File: src/rtl/wand_bus_sched.sv
// wand_bus_sched: round-robin scheduler that gives N requesters bursts of up
// to MAX_BEATS beats on a shared 8-bit wired-AND net. Beat data is registered
// onto bus_drv. At all other times the net is held at all ones, the
// wand-neutral value.
// Optional feature: define WSCHED_TIMEOUT_EN to abort a grant after TIMEOUT
// consecutive idle XFER cycles.
module wand_bus_sched #(
    parameter int N         = 4,
    parameter int MAX_BEATS = 4,
    parameter int TIMEOUT   = 16
) (
    input  logic                     clk,
    input  logic                     rst_n,
    input  logic [N-1:0]             req,
    input  logic [N-1:0]             valid,
    input  logic [N-1:0]             last,
    input  logic [N*8-1:0]           data,
    output logic [N-1:0]             ready,
    output logic [N-1:0]             gnt,
    output logic [1:1][2:3][4:4][1:4] bus_drv,
    output logic                     bus_oe,
    output logic                     busy,
    output logic                     abort
);

    localparam logic [1:0] S_IDLE = 2'd0;
    localparam logic [1:0] S_XFER = 2'd1;
    localparam logic [1:0] S_TURN = 2'd2;

    localparam int PW = (N > 1) ? $clog2(N) : 1;
    localparam int CW = $clog2(MAX_BEATS + 1);

    logic [1:0]    r_state;
    logic [N-1:0]  r_gnt;
    logic [PW-1:0] r_gidx;
    logic [PW-1:0] r_ptr;
    logic [CW-1:0] r_beat_cnt;
    logic [7:0]    r_bus_drv;
    logic          r_bus_oe;

    logic [PW-1:0] w_win_idx;
    logic [N-1:0]  w_win_oh;
    logic          w_found;
    logic [PW-1:0] w_ptr_nxt;
    logic [7:0]    w_gdata;
    logic          w_in_xfer;
    logic          w_beat;
    logic          w_cnt_hit;
    logic          w_tmo;
    logic          w_exit;

    assign w_in_xfer = (r_state == S_XFER);
    assign w_gdata   = data[8*int'(r_gidx) +: 8];
    assign w_beat    = w_in_xfer & valid[r_gidx];
    assign w_cnt_hit = (r_beat_cnt == CW'(MAX_BEATS - 1));
    assign w_ptr_nxt = (int'(r_gidx) == N - 1) ? '0 : r_gidx + 1'b1;
    // A timeout can only fire on a non-beat cycle, so a beat always wins.
    assign w_exit    = w_in_xfer & (w_beat ? (last[r_gidx] | w_cnt_hit)
                                           : (~req[r_gidx] | w_tmo));

    assign ready   = w_in_xfer ? r_gnt : '0;
    assign gnt     = r_gnt;
    assign bus_drv = r_bus_drv;
    assign bus_oe  = r_bus_oe;
    assign busy    = (r_state != S_IDLE);

    // Winner: first set req bit at or above ptr, searching upward with wrap.
    always_comb begin
        w_found   = 1'b0;
        w_win_idx = '0;
        w_win_oh  = '0;
        for (int k = 0; k < N; k++) begin
            if (!w_found && req[(int'(r_ptr) + k) % N]) begin
                w_found   = 1'b1;
                w_win_idx = PW'((int'(r_ptr) + k) % N);
            end
        end
        w_win_oh[w_win_idx] = 1'b1;
    end

    // Main FSM: grant, beat transfer onto the net, and the one-cycle turnaround.
    always_ff @(posedge clk) begin
        if (!rst_n) begin
            r_state    <= S_IDLE;
            r_gnt      <= '0;
            r_gidx     <= '0;
            r_ptr      <= '0;
            r_beat_cnt <= '0;
            r_bus_drv  <= 8'hFF;
            r_bus_oe   <= 1'b0;
        end else begin
            case (r_state)
                S_IDLE: begin
                    r_bus_drv <= 8'hFF;
                    r_bus_oe  <= 1'b0;
                    if (|req) begin
                        r_state <= S_XFER;
                        r_gnt   <= w_win_oh;
                        r_gidx  <= w_win_idx;
                    end
                end
                S_XFER: begin
                    r_bus_oe  <= w_beat;
                    r_bus_drv <= w_beat ? w_gdata : 8'hFF;
                    if (w_beat)
                        r_beat_cnt <= r_beat_cnt + 1'b1;
                    if (w_exit) begin
                        r_state    <= S_TURN;
                        r_gnt      <= '0;
                        r_beat_cnt <= '0;
                        r_ptr      <= w_ptr_nxt;
                    end
                end
                S_TURN: begin
                    r_bus_drv <= 8'hFF;
                    r_bus_oe  <= 1'b0;
                    r_state   <= S_IDLE;
                end
                default: begin
                    r_state <= S_IDLE;
                end
            endcase
        end
    end

`ifdef WSCHED_TIMEOUT_EN
    localparam int IW = $clog2(TIMEOUT + 1);

    logic [IW-1:0] r_idle_cnt;
    logic          r_abort;

    assign w_tmo = w_in_xfer & ~w_beat & (r_idle_cnt == IW'(TIMEOUT - 1));
    assign abort = r_abort;

    // Idle counter: consecutive non-beat XFER cycles; abort pulses with TURN.
    always_ff @(posedge clk) begin
        if (!rst_n) begin
            r_idle_cnt <= '0;
            r_abort    <= 1'b0;
        end else begin
            r_abort <= w_tmo;
            if (!w_in_xfer || w_beat || w_exit)
                r_idle_cnt <= '0;
            else
                r_idle_cnt <= r_idle_cnt + 1'b1;
        end
    end
`else
    assign w_tmo = 1'b0;
    assign abort = 1'b0;
`endif

endmodule
File: config.mk
export PLATFORM = sky130hd
export DESIGN_NAME = wand_bus_sched
export DESIGN_NICKNAME = d
export VERILOG_FILES = /design/src/rtl/wand_bus_sched.sv
export SDC_FILE = /design/constraint.sdc
export NUM_CORES = 1
export LEC_CHECK = 0
export CORE_ASPECT_RATIO = 0.5
export CORE_UTILIZATION = 35
export DETAILED_ROUTE_END_ITERATION = 10
export PLACE_DENSITY = 0.72
export SLEW_MARGIN = 5
export SYNTH_ARGS = -nofsm -noshare
export SYNTH_HDL_FRONTEND = slang
export SYNTH_SLANG_ARGS = --single-unit
File: constraint.sdc
create_clock -name clk -period 3.5 [get_ports clk]
set_clock_uncertainty 0.2 [all_clocks]
set_input_delay 0.35 -clock clk [delete_from_list [all_inputs] [get_ports clk]]
set_output_delay 0.35 -clock clk [all_outputs]
set_load 0.005 [all_outputs]
# Word level (Yosys, flattened, before mapping)
# Cells that the tools add are included.
[totals]
out_inout_bits = 19
register_bits = 22
wordCells = 95
in_bits = 46
[op_classes]
magnitude_cmp = 7
n_reduce_logical = 22
shift = 1
muxes = 40
n_addsub = 5
bitwise = 7
eq_ne = 6
[ops]
columns = ["op", "n"]
rows = [
  ["32-bit by 6-bit indexed part select with 8-bit output", 1],
  ["8-bit one-hot mux with 2 select lines", 1],
  ["1-bit two-way mux", 15],
  ["1-bit binary-select mux with 2-bit select", 7],
  ["2-bit two-way mux", 7],
  ["3-bit by 4-bit < comparator with 1-bit output (second input constant)", 3],
  ["4-bit two-way mux", 3],
  ["2-bit by 3-bit < comparator with 1-bit output (second input constant)", 3],
  ["8-bit two-way mux", 1],
  ["4-bit one-hot mux with 2 select lines", 1],
  ["2-bit AND reduction", 4],
  ["2-bit nonzero test", 4],
  ["2-bit OR reduction", 4],
  ["3-bit two-way mux", 2],
  ["2-bit by 1-bit adder with 2-bit output (second input constant)", 2],
  ["2-bit adder (second input constant)", 2],
  ["2-bit by 1-bit equality test with 1-bit output (second input constant)", 2],
  ["1-bit logical AND", 4],
  ["2-bit one-hot mux with 2 select lines", 1],
  ["4-bit OR reduction", 1],
  ["3-bit by 1-bit adder with 3-bit output (second input constant)", 1],
  ["1-bit AND (first input constant)", 3],
  ["3-bit by 2-bit equality test with 1-bit output (second input constant)", 1],
  ["1-bit zero test", 3],
  ["11 further kinds", 12],
]

# Depth between registers and ports, before layout
# Gate-level depths: netlist of the first run.
[logic_depth]
depth_word = 20
ltp_mapped = 7
depth_no_buf = 7

# Least setup slack after synthesis of the first run
# No wires, ideal clock.
[synth_timing]
kind = "register to register"
startpoint = "register r_gidx[0]"
endpoint = "register r_gnt[0], in the netlist gnt[0]"
period_less_slack_ns = 1.932
stages_incl_launch_ff = 6
arrival_time_ns = 1.584
slack_ns = 1.568
setup_ns = 0.148
path_cell_list = "dfxtp_1 -> mux4_2 -> nor2b_4 -> a211oi_4 -> nand2b_4 -> o32ai_1"
[synth_via]
elab_chain_len = 7
[synth_lines]
columns = ["element", "line", "source"]
rows = [
  ["start: declaration", "35", "logic [PW-1:0] r_gidx;"],
  ["start signal: assignment", "99", "r_gidx <= w_win_idx;"],
  ["1-bit binary-select mux with 2-bit select, on equally long branches", "58, 54, 59", ""],
  ["1-bit two-way mux, on equally long branches", "58, 54, 59", ""],
  ["1-bit bitwise OR (tied with other cells)", "58", "assign w_exit = w_in_xfer & (w_beat ? (last[r_gidx] | w_cnt_hit)"],
  ["1-bit two-way mux (*)", "58", ""],
  ["1-bit AND (*)", "58", ""],
  ["2-bit by 1-bit inequality test with 1-bit output (no source line) (*)", "-", ""],
  ["3-bit AND reduction (no source line) (*)", "-", ""],
  ["end signal: assignment", "98", "r_gnt <= w_win_oh;"],
  ["end: declaration", "34", "logic [N-1:0] r_gnt;"],
]
# Every way passes the cells marked *; elsewhere a longest branch is shown, timed or not. The select of a mux whose other input is x is not followed.
# A chain may end at the register's enable or synchronous reset.

# Worst setup path after layout of the first run
[layout_timing]
startpoint = "register r_gidx[0]"
endpoint = "register r_gnt[2], in the netlist gnt[2]"
# The elaborated chain is that of the path after synthesis.

==> out/summary.md, run 1 <==
The flow ran to the end, and the final reports show no timing, DRC or antenna violations. In this run the worst path has a maximum fanout of 15. In this design, the stage delay of the slowest critical-path cell is 0.84 ns. The chip height works out to 44.3 um. TritonCTS built the clock tree. The number of nets in the synthesized netlist is 176.

The tools report the launch point of the worst reg-to-reg path as r_gidx[0]. The mean post-synth cell area works out to 9.87 um2. In this run, distinct cell masters in the synthesized netlist total 31.

Timing would allow up to 0.390 GHz. Using the TritonRoute via totals, the vias-per-cell ratio works out to 5.03. Overall power consumption after layout is estimated at 0.665 mW. The launch point of the worst path is r_gidx[0]. The tools report the number of remaining DRC errors as 0. The worst slew margin relative to its limit was 0.471. The worst hold path belongs to the class reg2reg. The critical setup path kind is reg2reg. The max-slew violation total from the final report is 0, and the number of synthesized register bits is 22. The sequential-to-total area share from yosys stat was 0.351; the total buffers and inverters traversed by the critical path was 0. After the last flow step, the layout net total stands at 239.

The worst setup path is launched from a register. Dividing the detail-routed wire length by the instance count gives 13.7 um. Horizontal die dimension: 86.6 um. During synthesis, Yosys emitted a total of 0 warnings. The tools report the initial DRC count as 23. The die covers 3840 um2.

The number of endpoints failing setup at the final stage was 0; the estimated wirelength of the detail-placed design was 2550 um. The total number of H-tree levels is 1, and the post-route clock period utilization is 0.732. Number of antenna diodes: 0.

The library cell used most frequently in the layout, excluding fill and tap cells, is sky130_fd_sc_hd__clkdlybuf4s50_1. Detailed routing inserted a total of 1187 vias. The number of gates resized after CTS was 0. The clock-pin slew on the worst setup and hold paths works out to 0.07 ns. The number of antenna violations at the first check in global routing was 0. Once detail routing completed, the nets flagged for antenna violations numbered 0.

For the required time of the critical path, the log shows 3.43 ns. In this run, placement finished with an instance count of 233. IR analysis of the VDD net gives a maximum drop of 151 uV. The initial core utilization is 0.391, and the slack of the worst reg-to-reg path is 0.94 ns.

The clock passes through at most 2 buffers. The detailed-router iteration count before antenna repair was 4. For the worst flop-to-flop path, the logic depth is 5. The proportion of layout cells with a drive suffix above 1 is 0.0957. For the data arrival time at the worst-slack endpoint, the log shows 2.49 ns. On the critical path the largest part of the delay comes from flip-flops. The slowest library cell on the worst path is sky130_fd_sc_hd__dfxtp_1.

Following the worst setup path forward leads to its endpoint at gnt[2]. The run gives 0.736 as the weighted congestion at the end of routability-driven global placement. Total global routing track utilization: 0.175.

In this run the number of cells on the critical path is 5. Power spread over the standard cell area amounts to 340 nW/um2. STA classifies the critical path endpoint as a register. Subtracting the final worst setup slack from the clock period gives 2.56 ns.

The worst flop-to-flop path endpoint is gnt[2]. In this run the clock root is driven by a sky130_fd_sc_hd__clkbuf_8. At the later pin of the worst-skew pair, clock insertion delay measures 0.26 ns. The critical path goes through mux4_2 -> nor2b_4 -> a211oi_4 -> nand2b_4 -> o32ai_1.

For the pin with the worst max-slew slack, the measured transition is 0.793 ns. Synthesis handed over a netlist of 127 instances. The placeable core region was 3210 um2; the CTS buffer count was 3.

The global-route wire length before repair was 5180 um; the leakage power was 0.708 nW. The tools report the final count of hold timing violations as 0. I/O pin count: 65.

The tools report the post-route non-filler standard cell count as 236. The clock sink count was 22; the wire length after detailed routing was 3240 um. The area growth from synthesis to layout is 56.1%. The global route total overflow is 0. After clock tree synthesis, the setup repair step added 0 buffers. Buffers inserted to repair hold after CTS numbered 0.

The library cells used most frequently in the layout, excluding fill and tap cells, are sky130_fd_sc_hd__clkdlybuf4s50_1 (63), sky130_fd_sc_hd__dfxtp_1 (22), sky130_fd_sc_hd__nand2_1 (18), sky130_fd_sc_hd__mux4_2 (10). Setup repair after global routing left no endpoint under its margin. The via count of the first global-routing pass was 1167; the max-cap check violation count was 0. The run gives 1250 um2 as the total standard cell area after synthesis. The count of buffers added on input and output ports is 63. The initialized floorplan defines 14 standard-cell rows. Entering global routing, the biggest net connects 21 pins. For the final routed database, the setup TNS stands at 0 ns.
[cell usage after synthesis]
| library cell | number | area share |
|---|---|---|
| sky130_fd_sc_hd__nor2_1 | 9 | 0.027 |
| sky130_fd_sc_hd__o41ai_2 | 1 | 0.013 |
| sky130_fd_sc_hd__o2bb2ai_1 | 2 | 0.014 |
| sky130_fd_sc_hd__nand2_1 | 18 | 0.054 |
| sky130_fd_sc_hd__buf_2 | 2 | 0.0080 |
| sky130_fd_sc_hd__nand3_1 | 3 | 0.012 |
| sky130_fd_sc_hd__clkbuf_1 | 2 | 0.0060 |
| sky130_fd_sc_hd__buf_6 | 1 | 0.0090 |
| sky130_fd_sc_hd__and3_1 | 1 | 0.0050 |
| sky130_fd_sc_hd__and2_1 | 7 | 0.035 |
| sky130_fd_sc_hd__inv_1 | 5 | 0.015 |
| sky130_fd_sc_hd__buf_4 | 1 | 0.0060 |
| sky130_fd_sc_hd__nor3_1 | 1 | 0.0040 |
| sky130_fd_sc_hd__a22o_1 | 1 | 0.0070 |
| sky130_fd_sc_hd__mux4_2 | 10 | 0.18 |
| sky130_fd_sc_hd__nor2b_1 | 3 | 0.015 |
| sky130_fd_sc_hd__nor2b_4 | 1 | 0.011 |
| sky130_fd_sc_hd__mux2i_1 | 5 | 0.040 |
| sky130_fd_sc_hd__conb_1 | 1 | 0.0030 |
| sky130_fd_sc_hd__o21a_1 | 1 | 0.0060 |
| sky130_fd_sc_hd__nand2b_1 | 3 | 0.015 |
| sky130_fd_sc_hd__ha_1 | 3 | 0.030 |
| sky130_fd_sc_hd__a211oi_4 | 1 | 0.016 |
| sky130_fd_sc_hd__dfxtp_1 | 22 | 0.35 |
| sky130_fd_sc_hd__xor2_1 | 1 | 0.0070 |
| sky130_fd_sc_hd__a21boi_0 | 1 | 0.0060 |
| sky130_fd_sc_hd__o21ai_0 | 4 | 0.016 |
| sky130_fd_sc_hd__o32ai_1 | 2 | 0.014 |
| sky130_fd_sc_hd__nand2b_4 | 1 | 0.011 |
| sky130_fd_sc_hd__a21oi_1 | 5 | 0.020 |
| sky130_fd_sc_hd__o22ai_1 | 9 | 0.045 |
[worst min-delay path by stage]
stage,start,cells past startpoint,slack [ns],to
2_1_floorplan,r_ptr[0],2,0.25,r_ptr[0]
3_3_place_gp,bus_drv[1],2,0.25,bus_drv[1]
3_5_place_dp,bus_drv[1],2,0.27,bus_drv[1]
4_1_cts,gnt[1],2,0.29,gnt[1]
5_1_grt,bus_oe,2,0.31,bus_oe
6_report,gnt[1],2,0.28,gnt[1]
[state kept, by name, summed over array words and instances (netlist names)]
register,flops
bus_drv,8
gnt,4
r_beat_cnt,3
r_gidx,2
r_ptr,2
r_state,2
bus_oe,1
[cell type report]
cell class	instances	area [um2]
clock buffers	3	41.3
fillers	277	1250
inverters	5	18.8
multi-input cells	94	758
flip-flops and latches	22	440
well taps	48	60.1
repair buffers	64	638
[worst min-delay path: stages, from the launching register on]
cell and delay, ns:
sky130_fd_sc_hd__dfxtp_1 0.33, sky130_fd_sc_hd__nand2_1 0.06, sky130_fd_sc_hd__o2bb2ai_1 0.06
[kinds of logic (layout without fill, tap and decap cells)]
logic type / Yosys count / after routing / share of synthesized area
buffers and inverters: 11 / 72 / 0.0439
AND/OR/NAND/NOR: 47 / 47 / 0.189
XOR/XNOR: 1 / 1 / 0.00699
multiplexers: 15 / 15 / 0.220
AO/OA/AOI/OAI: 27 / 27 / 0.157
other: 1 / 1 / 0.00299
flip-flops: 22 / 22 / 0.351
adder cells (fa/ha/maj): 3 / 3 / 0.0299
[through the flow]
stage / hold slack (ns) / util / area, um2 / setup WS (ns)
after floorplan: 0.249 / - / 1250 / 1.57
after global placement: 0.255 / 0.598 / 1920 / 0.992
after detailed placement: 0.274 / 0.598 / 1920 / 0.914
after CTS: 0.286 / 0.610 / 1960 / 0.904
after global routing: 0.310 / 0.610 / 1960 / 0.738
final: 0.281 / 0.610 / 1960 / 0.939
[layer usage]
layer  GRT usage  up-vias  part of all wire
met5           0        -                 0
met4      0.0300        0                 0
met3      0.0522        0             0.076
met2       0.333       36              0.48
met1       0.201      568              0.44
li1            -      583                 -
[power breakdown]
group	switching, mW	leakage, nW	internal [mW]	total [mW]
clock	0.0719	0.0216	0.0766	0.148
combinational	0.0823	0.507	0.137	0.219
sequential	0.0269	0.179	0.270	0.297
total	0.181	0.708	0.483	0.664
(Power assumes the default switching activity.)
==> inputs of run 2 (changes only) <==
==> constraint.sdc (replaced) <==
create_clock -name clk -period 2.7 [get_ports clk]
set_clock_uncertainty 0.2 [all_clocks]
set_input_delay 0.27 -clock clk [delete_from_list [all_inputs] [get_ports clk]]
set_output_delay 0.27 -clock clk [all_outputs]
set_load 0.005 [all_outputs]
==> run 2 against run 1 <==
Power is 37% higher. Non-clock buffer count up 3. Register-to-register slack lost 0.33 ns. First-iteration DRC count down 52%. Combinational power up 39%. Final area up 1.9%. Clock power up 56%. Largest cell class unchanged. Highest routed layer unchanged.
==> out/summary.md, run 2 (synthesis results as in run 1) <==
The power density over cell area works out to 455 nW/um2 (+34%). Setup repair after global routing left no endpoint under its margin. The maximum number of pins on one net before global-route repair is 21 (unchanged), and the horizontal die dimension is 86.6 um (unchanged).

The CTS buffer count was 3 (unchanged); the max-slew violation total from the final report was 0 (unchanged). The worst setup path is of the reg2out kind. The net count of the finished layout came out at 242 (+1.3%). The final total negative setup slack is 0 ns (unchanged).

The dominant delay contributor by cell family on the critical path was simple AND/OR/NAND/NOR gates. The number of buffers inserted by port buffering is 63 (unchanged). For the post-cts sizing count, the log shows 0 (unchanged). In the layout the commonest cells are sky130_fd_sc_hd__clkdlybuf4s50_1 (63), sky130_fd_sc_hd__dfxtp_1 (22), sky130_fd_sc_hd__nand2_1 (18), sky130_fd_sc_hd__mux4_2 (10).

The met1 track demand over resource is 0.209 (+0.00834), and the worst vdd rail ir drop is 289 uV (+92%). The logs give 0.341 ns (-0.573 ns) for the post-place setup slack and 22 (unchanged) for the clock sink count. TritonCTS built the clock tree. The logs give 14 (unchanged) for the number of rows in the core area and 2.23 ns (-1.20 ns) for the required time of the critical path. The min-delay analysis places its worst path in the category reg2reg. The post-placement cell count is 236 (+1.3%).

The global-route wire length before repair is 4970 um (-4.1%), and the number of antenna diodes is 0 (unchanged). The run finished with clean final reports. The tools report the met2 track demand over resource in global routing as 0.303 (-0.0302). The minimum setup slack in the final design is 0.540 ns (-0.399 ns). The tools report the max-cap check violation count as 0 (unchanged). The tools report the leakage power as 0.730 nW (+3.1%). Total global routing track utilization: 0.169 (-0.00580). The library cell used most frequently in the layout, excluding fill and tap cells, is sky130_fd_sc_hd__clkdlybuf4s50_1. The slowest library cell on the worst path was sky130_fd_sc_hd__clkdlybuf4s50_1.

The logs give 3260 um (+0.80%) for the wire length after detailed routing and 0.907 mW (+37%) for the post-route total power. The tools report the detailed-router iteration count before antenna repair as 4 (unchanged). Layer with the highest usage after global routing: met2. Sort of element at the end of the critical path: an output pin. The chip height works out to 44.3 um (unchanged). The slew at the pin closest to its max-slew limit came out at 0.708 ns (-0.0848 ns). Die area: 3840 um2 (unchanged).

The post-route non-filler standard cell count was 240 (+1.7%). The tools report the clock root buffer as sky130_fd_sc_hd__clkbuf_8. Proportion of layout cells with a drive suffix above 1: 0.115 (+0.0188).

The longest individual stage delay on the worst path is 0.50 ns (-0.34 ns). Via count of the first global-routing pass: 1070 (-8.3%). The worst setup path is launched from a register.

The maximum count of clock buffers along a single path was 2 (unchanged); the count of hold buffers inserted by post-cts repair was 0 (unchanged). Traced cell by cell, the critical path runs through nor2b_1 -> and2_1 -> clkdlybuf4s50_1. Data arrival time at the worst-slack endpoint: 1.69 ns (-0.80 ns). The run gives 0 (unchanged) as the global route total overflow. The number of endpoints failing setup at the final stage is 0 (unchanged), and the layout overhead on the synthesized area is 59.0%.

The via count normalized by instance count works out to 4.99 (-0.84%). Largest fanout on the critical path: 5 (-10). The post-route clock period utilization came out at 0.800. The flip-flop count of the largest register after layout is 8 (unchanged), and the initial core utilization is 0.391 (unchanged).

Number of antenna violations at the first check in global routing: 0 (unchanged). The total number of H-tree levels was 1 (unchanged); the estimated wirelength of the detail-placed design was 2580 um (+0.86%). The total buffers and inverters traversed by the critical path was 1 (+1); the placeable core region was 3210 um2 (unchanged). Timing would allow up to 0.463 GHz.

The weighted congestion at the end of routability-driven global placement is 0.771 (+4.7%), and the clock-pin slew on the worst setup and hold paths is 0.07 ns (about the same). The run gives 0 (unchanged) as the number of buffers added for setup after CTS. The number of remaining DRC errors is 0 (unchanged), and the met3 global-route usage is 0.0485 (-0.00373). Initial DRC count: 11 (-52%). Insertion delay of the later-clocked pin in the worst-skew pair: 0.26 ns (about the same). Overall via count from detail_route: 1197 (+0.84%). The post-detailed-route wirelength per cell was 13.6 um (-0.88%). For the I/O pin count, the log shows 65 (unchanged). The final critical path time including I/O delays and setup works out to 2.16 ns. The run gives 0.526 (+0.0558) as the worst slew margin relative to its limit.

The final count of hold timing violations is 0 (unchanged). The number of antenna-violating nets in the routed design was 0 (unchanged).
## run 2: metrics by stage
step	cell area [um2]	hold WS (ns)	utilization
6_report	1990	0.287	0.622
5_1_grt	1990	0.311	0.622
4_1_cts	1990	0.286	0.622
3_5_place_dp	1940	0.267	0.605
3_3_place_gp	1940	0.255	0.605
2_1_floorplan	1250	0.249	-
## run 2: report_power, final
part           internal, mW  switching [mW]
sequential            0.350          0.0227
clock                 0.130           0.101
combinational         0.183           0.121
total                 0.663           0.245
## run 2: cell type report
class / instances / area (um2)
well taps: 48 / 60.1
inverters: 5 / 18.8
flip-flops and latches: 22 / 440
multi-input cells: 94 / 758
repair buffers: 67 / 661
clock buffers: 4 / 55.1
fillers: 267 / 1210
## run 2: routing by layer
layer	vias to the layer above	share of wire	routed length, um
li1	590	-	-
met1	557	0.45	1460
met2	50	0.46	1510
met3	0	0.091	297
met4	0	0	0
met5	-	0	0
## run 2: worst reg2reg max path, stage by stage, from the launching register on
cell,delay (ns)
sky130_fd_sc_hd__dfxtp_1,0.45
sky130_fd_sc_hd__mux4_2,0.54
sky130_fd_sc_hd__nor2b_4,0.15
sky130_fd_sc_hd__a211oi_4,0.30
sky130_fd_sc_hd__nand2b_4,0.23
sky130_fd_sc_hd__o32ai_1,0.10
## run 2: worst paths after layout
kind,endpoint,depth (start not counted),startpoint,slack [ns]
min,bus_drv[1],2,bus_drv[1],0.29
max,ready[3],3,r_state[0],0.54
min reg2reg,bus_drv[1],2,bus_drv[1],0.29
max reg2reg,gnt[2],5,r_gidx[0],0.61
==> inputs of run 3 (changes only) <==
--- a/config.mk
+++ b/config.mk
@@ -8,7 +8,7 @@
 export CORE_ASPECT_RATIO = 0.5
 export CORE_UTILIZATION = 35
 export DETAILED_ROUTE_END_ITERATION = 10
-export PLACE_DENSITY = 0.72
+export PLACE_DENSITY = 0.75
 export SLEW_MARGIN = 5
 export SYNTH_ARGS = -nofsm -noshare
 export SYNTH_HDL_FRONTEND = slang
==> constraint.sdc (replaced) <==
create_clock -name clk -period 1.75 [get_ports clk]
set_clock_uncertainty 0.2 [all_clocks]
set_input_delay 0.175 -clock clk [delete_from_list [all_inputs] [get_ports clk]]
set_output_delay 0.175 -clock clk [all_outputs]
set_load 0.005 [all_outputs]
==> run 3 against run 2 <==
The run now ends with negative setup slack left. Power grew 71%. Largest power group is now combinational cells. Flip-flop and latch count is the same. Final area grew 13%. Clock-buffer cell count is the same. Critical endpoint is now gnt[2]. Clock power grew 61%. Final cell count grew 7.9%. Via count grew 6.5%. Die area is the same.
==> out/summary.md, run 3 (synthesis results as in run 1) <==
The flow ran to the end, but the final reports show violations. The checks that failed: negative setup slack. The initial core utilization came out at 0.391 (unchanged). The data arrival time at the worst-slack endpoint was 1.87 ns (+0.18 ns); the weighted congestion at the end of routability-driven global placement was 0.802 (+4.0%).

Max-slew violation total from the final report: 0 (unchanged). CTS buffer count: 3 (unchanged). The number of rows in the core area is 14 (unchanged), and the chip height is 44.3 um (unchanged). The insertion delay of the later-clocked pin in the worst-skew pair came out at 0.27 ns (about the same). The internal power consumption was 1.12 mW (+69%); the slack of the worst reg-to-reg path was -0.17 ns (-0.78 ns).

Layout overhead on the synthesized area: 79.4%. The tools report the startpoint of the tightest hold check path as r_ptr[0]. The run gives 2760 um (+7.0%) as the estimated wirelength of the detail-placed design. The count of hold buffers inserted by post-cts repair was 0 (unchanged); the total global routing track utilization was 0.193 (+0.0243). The logs give 0.392 (+0.057) for the combinational power share and 261 (+7.9%) for the net count of the finished layout. The run gives 3210 um2 (unchanged) as the placeable core region.

The worst setup path is of the reg2reg kind. The logic depth of the worst register-to-register path is 4 (-1). Post-placement cell count: 251 (+6.4%). The die area is 3840 um2 (unchanged), and the longest individual stage delay on the worst path is 0.58 ns (+0.08 ns).

The post-route non-filler standard cell count came out at 259 (+7.9%). The leakage power is 0.856 nW (+17%), and the maximum count of clock buffers along a single path is 2 (unchanged). The net switching share of the total power is 0.282 (+0.0119). The critical path startpoint category is a register.

The power dissipated by switching net loads is 0.438 mW (+79%), and the total number of H-tree levels is 1 (unchanged). The tools report the clock group share of total power as 0.238 (-0.017). The number of stages on the worst hold path was 2 (unchanged). The horizontal die dimension was 86.6 um (unchanged); the I/O pin count was 65 (unchanged). For this run, the top clock speed supported by timing is 0.520 GHz.

The run gives 4 (unchanged) as the detailed-router iteration count before antenna repair. STA classifies the critical path endpoint as a register. The overall via count from detail_route was 1275 (+6.5%). The worst register-to-register path begins at r_gidx[0]. Walking the worst path, the cells encountered are mux4_2 -> a211oi_4 -> nand2b_4 -> o32ai_4. The tree is rooted in a sky130_fd_sc_hd__clkbuf_8. The logs give -0.357 ns (-0.698 ns) for the post-place setup slack and 3710 um (+14%) for the wire length after detailed routing. The worst flop-to-flop path endpoint was gnt[2]. Setup repair after global routing could not meet its margin everywhere.

The tools report the final count of hold timing violations as 0 (unchanged). The largest fanout on the critical path was 7 (+2). The number of remaining DRC errors was 0 (unchanged); the proportion of layout cells with a drive suffix above 1 was 0.261 (+0.146). The number of antenna diodes was 0 (unchanged); the power density over cell area was 692 nW/um2 (+52%).

The worst vdd rail ir drop was 324 uV (+12%); the number of endpoints failing setup at the final stage was 20 (+20). The post-detailed-route wirelength per cell was 14.3 um (+5.3%); the global route total overflow was 0 (unchanged). The library cell used most frequently in the layout, excluding fill and tap cells, is sky130_fd_sc_hd__clkdlybuf4s50_1.

The via count normalized by instance count works out to 4.92 (-1.3%). The kind of path behind the tightest hold check was reg2reg. TritonCTS built the clock tree. The clock sink count is 22 (unchanged).

The number of antenna-violating nets in the routed design is 0 (unchanged), and the initial DRC count is 24 (+13). The post-route clock period utilization is 1.10. The number of antenna violations at the first check in global routing is 0 (unchanged). The tools report the global-route wire length before repair as 5620 um (+13%). The tools report the required time of the critical path as 1.70 ns (-0.53 ns). The worst path needs 1.92 ns of the cycle, external delays included. The run gives 0 (unchanged) as the max-cap check violation count. The sequential share of power is 0.370 (-0.041). In the layout the commonest cells are sky130_fd_sc_hd__clkdlybuf4s50_1 (59), sky130_fd_sc_hd__buf_4 (19), sky130_fd_sc_hd__nand2_1 (18), sky130_fd_sc_hd__dfxtp_1 (18), sky130_fd_sc_hd__mux4_2 (10). The clock-pin slew on the worst setup and hold paths was 0.08 ns (about the same); the via count of the first global-routing pass was 1273 (+19%). The number of buffers inserted by port buffering was 63 (unchanged); the maximum number of pins on one net before global-route repair was 15 (-29%). Among all stages on the critical path, the largest delay is contributed by sky130_fd_sc_hd__mux4_2. The minimum setup slack in the final design is -0.173 ns (-0.713 ns), and the flip-flop count of the largest register after layout is 8 (unchanged).

The tools report the hold-critical path endpoint as r_ptr[0].
run 3: per-layer routing:
layer,part of all wire,global-route usage,vias up
met5,0,0,-
met4,0.0062,0.0433,0
met3,0.071,0.0541,2
met2,0.49,0.359,50
met1,0.43,0.229,599
li1,-,-,624
run 3: timing repair:
action / 4_1_cts / 5_1_grt
gates cloned: 0 / 0
pin swaps: 4 / 8
buffers inserted: 2 / 2
resized for setup: 17 / 13
setup endpoints to repair: 25 / 21
run 3: area by class of cell:
| cell class | count | area, um2 |
|---|---|---|
| multi-input cells | 94 | 840 |
| flip-flops and latches | 22 | 448 |
| repair buffers | 86 | 828 |
| inverters | 5 | 18.8 |
| clock buffers | 4 | 55.1 |
| fillers | 236 | 956 |
| well taps | 48 | 60.1 |
run 3: worst max path at each step:
stage	slack [ns]	start	end
2_1_floorplan	-0.08	r_gidx[0]	gnt[0]
3_3_place_gp	-0.31	req[3]	gnt[0]
3_5_place_dp	-0.36	req[3]	gnt[2]
4_1_cts	-0.15	r_gidx[0]	gnt[3]
5_1_grt	-0.25	r_beat_cnt[1]	gnt[2]
6_report	-0.17	r_gidx[0]	gnt[2]
run 3: power by group through the flow:
| stage | combinational, mW | sequential [mW] | clock, mW |
|---|---|---|---|
| 5_1_grt | 0.658 | 0.581 | 0.395 |
| 6_report | 0.610 | 0.575 | 0.371 |
| 3_5_place_dp | 0.537 | 0.583 | 0 |
| 2_1_floorplan | 0.254 | 0.582 | 0 |
| 4_1_cts | 0.569 | 0.573 | 0.379 |
| 3_3_place_gp | 0.525 | 0.582 | 0 |
run 3: worst max-delay path: cells and delay by family (launching register included):
kind,cells,cell delay (ns)
compound gates,2,0.39
flops,1,0.39
mux,1,0.58
simple gates,1,0.25
run 3: stage by stage:
step | area, um2 | hold slack (ns) | setup TNS [ns] | utilization | power, mW
floorplan | 1260 | 0.162 | -0.313 | - | 0.836
global placement | 2070 | 0.254 | -4.29 | 0.645 | 1.11
detailed placement | 2070 | 0.264 | -4.86 | 0.645 | 1.12
CTS | 2160 | 0.278 | -1.47 | 0.675 | 1.52
global route | 2250 | 0.321 | -2.87 | 0.702 | 1.63
finish | 2250 | 0.278 | -1.73 | 0.702 | 1.56
